[src/rtl/pic_8259_lite.sv]
// Single 8259-style interrupt controller: edge-triggered IR0-IR7, fixed priority (IR0 highest),
// ICW1/2/3/4 init sequence, OCW1/2/3 control, in-service tracking until EOI or auto-EOI.
module pic_8259_lite #(
  parameter logic [7:0] RESET_VECTOR_BASE = 8'h08,
  parameter logic [7:0] RESET_MASK        = 8'hFF
) (
  input  logic       clk,
  input  logic       rst_n,
  input  logic       io_address,
  input  logic       io_read,
  output logic [7:0] io_readdata,
  input  logic       io_write,
  input  logic [7:0] io_writedata,
  input  logic [7:0] irq_in,
  output logic       interrupt_do,
  output logic [7:0] interrupt_vector,
  input  logic       interrupt_done
);

  localparam logic [1:0] ST_READY = 2'd0;
  localparam logic [1:0] ST_ICW2  = 2'd1;
  localparam logic [1:0] ST_ICW3  = 2'd2;
  localparam logic [1:0] ST_ICW4  = 2'd3;

  logic [1:0] state, state_next;
  logic       sngl, ic4, aeoi, read_sel;
  logic [4:0] base;
  logic [7:0] imr, irr, isr, irq_last;
  logic       io_read_last;

  logic       wr0, wr1, icw1, ocw1, ocw2, ocw3, eoi_ns, eoi_sp;
  logic       rd_valid, ack;
  logic [2:0] idx;
  logic [7:0] ack_mask, pend, irr_next, isr_eoi, isr_next;
  logic [3:0] p, s;
  logic       do_next;

  // Lowest set bit index of v, or 8 when v is empty.
  function automatic logic [3:0] lowest_set(input logic [7:0] v);
    logic [3:0] r;
    r = 4'd8;
    for (int i = 7; i >= 0; i--) begin
      if (v[i]) r = 4'(i);
    end
    return r;
  endfunction

  assign wr0      = io_write & ~io_address;
  assign wr1      = io_write & io_address;
  assign icw1     = wr0 & io_writedata[4];
  assign ocw1     = (state == ST_READY) & wr1;
  assign ocw2     = (state == ST_READY) & wr0 & (io_writedata[4:3] == 2'b00);
  assign ocw3     = (state == ST_READY) & wr0 & (io_writedata[4:3] == 2'b01);
  assign eoi_ns   = ocw2 & (io_writedata[7:5] == 3'b001);
  assign eoi_sp   = ocw2 & (io_writedata[7:5] == 3'b011);
  assign rd_valid = io_read & ~io_read_last;
  assign ack      = interrupt_done & interrupt_do;
  assign idx      = interrupt_vector[2:0];
  assign ack_mask = ack ? (8'd1 << idx) : 8'd0;
  assign pend     = irr & ~imr;
  assign p        = lowest_set(pend);
  assign s        = lowest_set(isr);

  // Init sequence next state
  always_comb begin
    state_next = state;
    if (icw1) begin
      state_next = ST_ICW2;
    end else if (wr1) begin
      case (state)
        ST_ICW2: state_next = !sngl ? ST_ICW3 : (ic4 ? ST_ICW4 : ST_READY);
        ST_ICW3: state_next = ic4 ? ST_ICW4 : ST_READY;
        ST_ICW4: state_next = ST_READY;
        default: state_next = state;
      endcase
    end
  end

  // Request/in-service update; EOI applies before the acknowledge sets ISR
  always_comb begin
    irr_next = (irr & irq_in & ~ack_mask) | (irq_in & ~irq_last);
    isr_eoi  = isr;
    if (eoi_ns) isr_eoi = isr & (isr - 8'd1);
    if (eoi_sp) isr_eoi = isr & ~(8'd1 << io_writedata[2:0]);
    isr_next = isr_eoi | (aeoi ? 8'd0 : ack_mask);
    do_next  = (state_next == ST_READY) && (pend != 8'd0) && (p < s) && !ack;
  end

  always_ff @(posedge clk or negedge rst_n) begin
    if (!rst_n) begin
      state <= ST_READY;
    end else begin
      state <= state_next;
    end
  end

  always_ff @(posedge clk or negedge rst_n) begin
    if (!rst_n) begin
      sngl             <= 1'b0;
      ic4              <= 1'b0;
      aeoi             <= 1'b0;
      read_sel         <= 1'b0;
      base             <= RESET_VECTOR_BASE[7:3];
      imr              <= RESET_MASK;
      irr              <= 8'd0;
      isr              <= 8'd0;
      irq_last         <= 8'd0;
      io_read_last     <= 1'b0;
      io_readdata      <= 8'd0;
      interrupt_do     <= 1'b0;
      interrupt_vector <= RESET_VECTOR_BASE;
    end else begin
      irq_last     <= irq_in;
      io_read_last <= io_read;
      io_readdata  <= rd_valid ? (io_address ? imr : (read_sel ? isr : irr)) : 8'd0;
      if (icw1) begin
        sngl     <= io_writedata[1];
        ic4      <= io_writedata[0];
        imr      <= 8'd0;
        isr      <= 8'd0;
        irr      <= 8'd0;
        read_sel <= 1'b0;
        aeoi     <= 1'b0;
      end else begin
        irr <= irr_next;
        isr <= isr_next;
        if (state == ST_ICW2 && wr1) base <= io_writedata[7:3];
        if (state == ST_ICW4 && wr1) aeoi <= io_writedata[1];
        if (ocw1) imr <= io_writedata;
        if (ocw3 && io_writedata[1]) read_sel <= io_writedata[0];
      end
      interrupt_do <= do_next;
      if (do_next) interrupt_vector <= {base, p[2:0]};
    end
  end

endmodule

[config.mk]
export PLATFORM = sky130hd
export DESIGN_NAME = pic_8259_lite
export DESIGN_NICKNAME = d
export VERILOG_FILES = /design/src/rtl/pic_8259_lite.sv
export SDC_FILE = /design/constraint.sdc
export NUM_CORES = 1
export LEC_CHECK = 0
export BUFFER_PORTS_ARGS = -buffer_cell sky130_fd_sc_hd__buf_2
export CORE_MARGIN = 4
export CORE_UTILIZATION = 51
export DETAILED_ROUTE_END_ITERATION = 8
export GPL_ROUTABILITY_DRIVEN = 1
export PLACE_DENSITY = 0.79
export SYNTH_ARGS = -nofsm -noshare
export SYNTH_HDL_FRONTEND = slang
export SYNTH_SLANG_ARGS = --single-unit
[constraint.sdc]
create_clock -name clk -period 2.9 [get_ports clk]
set_input_delay 0.58 -clock clk [delete_from_list [all_inputs] [get_ports clk]]
set_output_delay 0.58 -clock clk [all_outputs]
set_load 0.01 [all_outputs]
# Word level (Yosys, flattened, before mapping)
# Index checks and enable logic that the tools add are counted.
# classes
n_addsub	1
n_lt_le_gt_ge	1
eq_ne	6
n_shift	2
n_mux	36
bitwise_logic	26
n_reduce_logical	15
# op_table
op	count
8-bit 2-to-1 mux	11
4-bit 2-to-1 mux	16
8-bit bitwise AND	6
8-bit NOT	4
8-bit OR	2
1-bit by 3-bit left shift with 8-bit output (first input constant)	2
1-bit bitwise AND	11
2-bit 2-to-1 mux	4
8-bit nonzero test	1
8-bit by 1-bit subtractor with 8-bit output (second input constant)	1
1-bit logical AND	6
2-bit logical NOT	3
2-bit case mux with 3 select lines	1
2-bit nonzero test	3
2-bit by 1-bit == test with 1-bit output (second input constant)	2
2-bit == test (second input constant)	2
4-bit < comparator	1
1-bit 2-to-1 mux	4
3-bit by 1-bit == test with 1-bit output (second input constant)	1
3-bit by 2-bit == test with 1-bit output (second input constant)	1
1-bit NOT	3
2-bit AND reduction	1
1-bit logical NOT	1
# totals
regBits	61
elab_cells	101

# Logic depth before layout (Yosys ltp)
# depth
ltp_word	13
mapped_depth	9
depth_no_buf	9

# Least setup slack after synthesis
# No wires, ideal clock.
# synth_path
kind	register to register
start	reg imr[2]
end	reg interrupt_vector[0]
setup_ns	0.125
arrival_time_ns	2.584
required_ns	2.775
path_slack_ns	0.191
stages_incl_launch_ff	10
n_path_buf	0
period_less_slack_ns	2.709
path_cell_list	dfstp_2 > and2b_2 > inv_1 > o311ai_0 > and3b_1 > ha_1 > a211o_1 > a211o_1 > a211oi_4 > mux2_2
# synth_between
elab_chain_cells	8
word_cells_on_any_way	10
# synth_rtl
element	line	text
from (decl)	28	logic [7:0] imr, irr, isr, irq_last;
from (signal assigned)	129	if (ocw1) imr <= io_writedata;
8-bit NOT	60	assign pend = irr & ~imr;
8-bit bitwise AND	60	
4-bit 2-to-1 mux (3 in a row)	43	if (v[i]) r = 4'(i);
via p[1]	35	logic [3:0] p, s;
4-bit < comparator	86	do_next = (state_next == ST_READY) && (pend != 8'd0) && (p < s) && !ack;
1-bit logical AND (2 in a row)	86	
via do_next	36	logic do_next;
to (signal assigned)	133	if (do_next) interrupt_vector <= {base, p[2:0]};
to (decl)	16	output logic [7:0] interrupt_vector,
# The timed path passes the listed nets, and every way through them passes these cells.
# A chain may end at the register's enable or synchronous reset.

# Worst setup path in the final report
# layout_path
start	reg imr[4]
end	reg interrupt_vector[5]
# layout_between
elab_chain_cells	10
word_cells_on_any_way	12
# layout_rtl
element	line
8-bit NOT *	60
8-bit bitwise AND *	60
4-bit 2-to-1 mux (5 in a row)	43
4-bit < comparator	86
1-bit logical AND * (2 in a row)	86
via do_next	36
# The timed path passes the listed nets; every way through them passes the cells marked *.

==> flow_metrics.py <==
metrics = {
    "placement": {
        "numPortBuffers": 38,
        "gp_congestion": 0.880,
        "placed_area_um2": 3160,
        "dpl.hpwl_um": 4660,
    },
    "die": {
        "dieArea_um2": 6940,
        "die_x_um": 83.3,
        "die_y_um": 83.3,
        "io_pins": 39,
        "coreArea_um2": 5510,
        "initial_core_util_pct": 52.5,
        "rows": 27,
    },
    "clock_network": {
        "cts_sinks": 61,
        "cts_htree_levels": 3,
        "cts_tree": "yes",
        "root_buffer": "clkbuf_8",
        "clkTransAtPathRegs_ns": 0.07,
        "clock_path_buffers": 2,
        "clk_latency_ns": 0.36,
        "cts_made_buffers": 9,
        "holdBufCountCts": 0,
    },
    "cells_and_area": {
        "area_delta_synth_final_pct": 17.5,
        "multiInputGateArea_um2": 1300,
        "design_area_um2": 3400,
        "seq_area_um2": 1540,
        "nets": 348,
        "antennaDiodeCount": 0,
        "final_common_cell": "dfrtp_1",
        "final_cell_mix": "dfrtp_1, nor2_1, buf_2",
        "drive_gt1_share_pct": 29.6,
        "num-fill-cells": 447,
    },
    "grt": {
        "antenna_found_initial": 0,
        "grt_max_degree": 62,
        "grt_pass1_wl_um": 10700,
        "grt_overflow": 0,
        "gr-usage-all-layers_pct": 19.9,
        "grt_pass1_vias": 2168,
    },
    "worst_hold_path": {
        "worstHoldPathCells": 1,
        "min_path_type": "in2reg",
    },
    "synth": {
        "synth.net_count": 304,
        "async_flop_share_pct": 100,
        "yosysWarnings": 0,
        "ys_ff_latch": 61,
        "synth.cell_area_um2": 2890,
        "synth_edf_count": 0,
        "ys_types": 48,
        "syn_area_per_cell_um2": 10.4,
        "ys.flop_type": "dfrtp_1",
        "seq_area_frac_synth_pct": 53.2,
        "synthCells": 279,
    },
    "route": {
        "wl_um": 6660,
        "drt_iter0_drc": 197,
        "drc": 0,
        "dr.pass1.iters": 4,
        "drt-vias-per-instance": 5.65,
        "num_vias": 2259,
        "wl_per_cell_um": 16.7,
        "ant_nets": 0,
    },
    "sta": {
        "setup_violations": 0,
        "rsz0062_at_grt": "no",
        "tightest_slew_ns": 0.753,
        "drv_slew": 0,
        "skew_ns": 0.00550,
        "final_hold_viol_count": 0,
        "fin_setup_tns_ns": 0,
        "period_needed_ns": 2.76,
        "fin_crit_sh_pct": 95.3,
        "max_freq_mhz": 362,
        "relSlewSlack_pct": 49.8,
    },
    "status": {
        "status": "completed",
    },
    "setup_path": {
        "crit_slowest_cell": "dfstp_2",
        "crit_arrival_ns": 3.00,
        "crit_top_cell": "nand4_1",
        "end_kind": "flop",
        "reg2reg_slack_ns": 0.14,
        "cp_max_fo": 5,
        "reg2reg_depth": 10,
        "start_kind": "flop",
        "crit_required_ns": 3.14,
        "cpPeakStageDelay_ns": 0.54,
        "critical_path.cell_chain": "and2b_2 > nor4_4 > nand4_1 > inv_1 > ha_1 > a21oi_1 > nand4_1 > a211oi_4 > buf_6 > mux2_2",
        "critPathKind": "reg2reg",
    },
    "job": {
        "maxCapViolations": 0,
    },
    "power_and_ir_drop": {
        "p_per_area_nw_per_um2": 867,
        "total_power_uw": 2950,
        "leakage_uw": 0.00155,
        "ir_drop_v": 0.000403,
    },
}
sequential cells by signal, indices dropped and copies added (netlist names), 2 cells and up:
register and count:
base 5, imr 8, interrupt_vector 8, io_readdata 8, irq_last 8, irr 8
isr 8, state 2
Yosys cell counts, types with 2 or more instances:
library cell,n,area (um2)
dfrtp_1,51,1280
nor2_1,39,146
nand2_1,30,113
a21oi_1,23,115
mux2i_1,15,150
mux2_2,13,146
o21ai_0,11,55.1
dfstp_2,10,263
clkbuf_1,7,26.3
nor2b_1,6,37.5
inv_1,5,18.8
nand2b_1,5,31.3
nand3b_1,4,30.0
a22o_1,3,26.3
and2b_2,3,26.3
buf_1,3,11.3
ha_1,3,37.5
nand3_1,3,15.0
nand4_1,3,18.8
nor3_1,3,15.0
nor4_1,3,18.8
o311ai_0,3,26.3
a211o_1,2,17.5
a31oi_1,2,12.5
and3b_1,2,17.5
nor3b_1,2,15.0
o221ai_1,2,17.5
o31ai_1,2,15.0
or2b_2,2,17.5
path summary, 6_finish.rpt:
path	startpoint	to
max reg2reg	imr[4]	interrupt_vector[5]
max in group asynchronous	rst_n	isr[1]
max	imr[4]	interrupt_vector[5]
min reg2reg	irq_last[6]	irr[6]
min in group asynchronous	rst_n	io_readdata[5]
min	irq_in[5]	irq_last[5]
per-layer routing:
metal | vias to the layer above | share of wire (%) | track usage, %
li1 | 1077 | - | -
met1 | 1112 | 45 | 27.3
met2 | 58 | 47 | 29.6
met3 | 12 | 6.6 | 5.65
met4 | 0 | 1.4 | 8.17
met5 | - | 0 | 0
final cells by class:
| cell class | count | area share [%] |
|---|---|---|
| flip-flops and latches | 61 | 45.3 |
| multi-input cells | 201 | 38.2 |
| repair buffers | 45 | 7.37 |
| clock buffers | 10 | 4.05 |
| well taps | 72 | 2.65 |
| clock inverters | 6 | 1.84 |
| inverters | 5 | 0.552 |
power breakdown:
part	internal [uW]	switching [uW]	leakage, uW
Combinational	477	450	0.000701
Sequential	1070	194	0.000754
Clock	416	342	0.0000943
worst max-delay path, delay by kind of cell (launching register included):
kind,cells,cell delay (ns)
AOI/OAI and AO/OA,2,0.45
adders and majority gates,1,0.24
buffers and inverters,2,0.26
DFF,1,0.54
muxes,1,0.34
and+or+nand+nor,4,0.83
logic make-up (layout without fill, tap and decap cells):
logic type,after synthesis,in the layout,synth area share [%]
and+or+nand+nor,113,113,19.8
DFF,61,61,53.2
AOI/OAI and AO/OA,57,57,12.9
muxes,28,28,10.3
buffers and inverters,17,66,2.51
adders and majority gates,3,3,1.30
per-stage QoR:
stage / hold slack (ns) / instances / utilization (%) / setup slack, ns
4_1_cts: 0.327 / 398 / 60.9 / 0.0577
3_5_place_dp: 0.397 / 382 / 57.3 / 0.0800
2_1_floorplan: 0.284 / 279 / - / 0.191
3_3_place_gp: 0.394 / 382 / 57.3 / 0.144
5_1_grt: 0.337 / 400 / 61.7 / 0.0235
6_report: 0.340 / 400 / 61.7 / 0.138
timing repair:
item,4_1_cts,5_1_grt
endpoints found under the hold margin,0,0
endpoints found under the setup margin,0,8
buffers inserted,0,1
gates resized for setup,0,8
(Power assumes the default switching activity.)
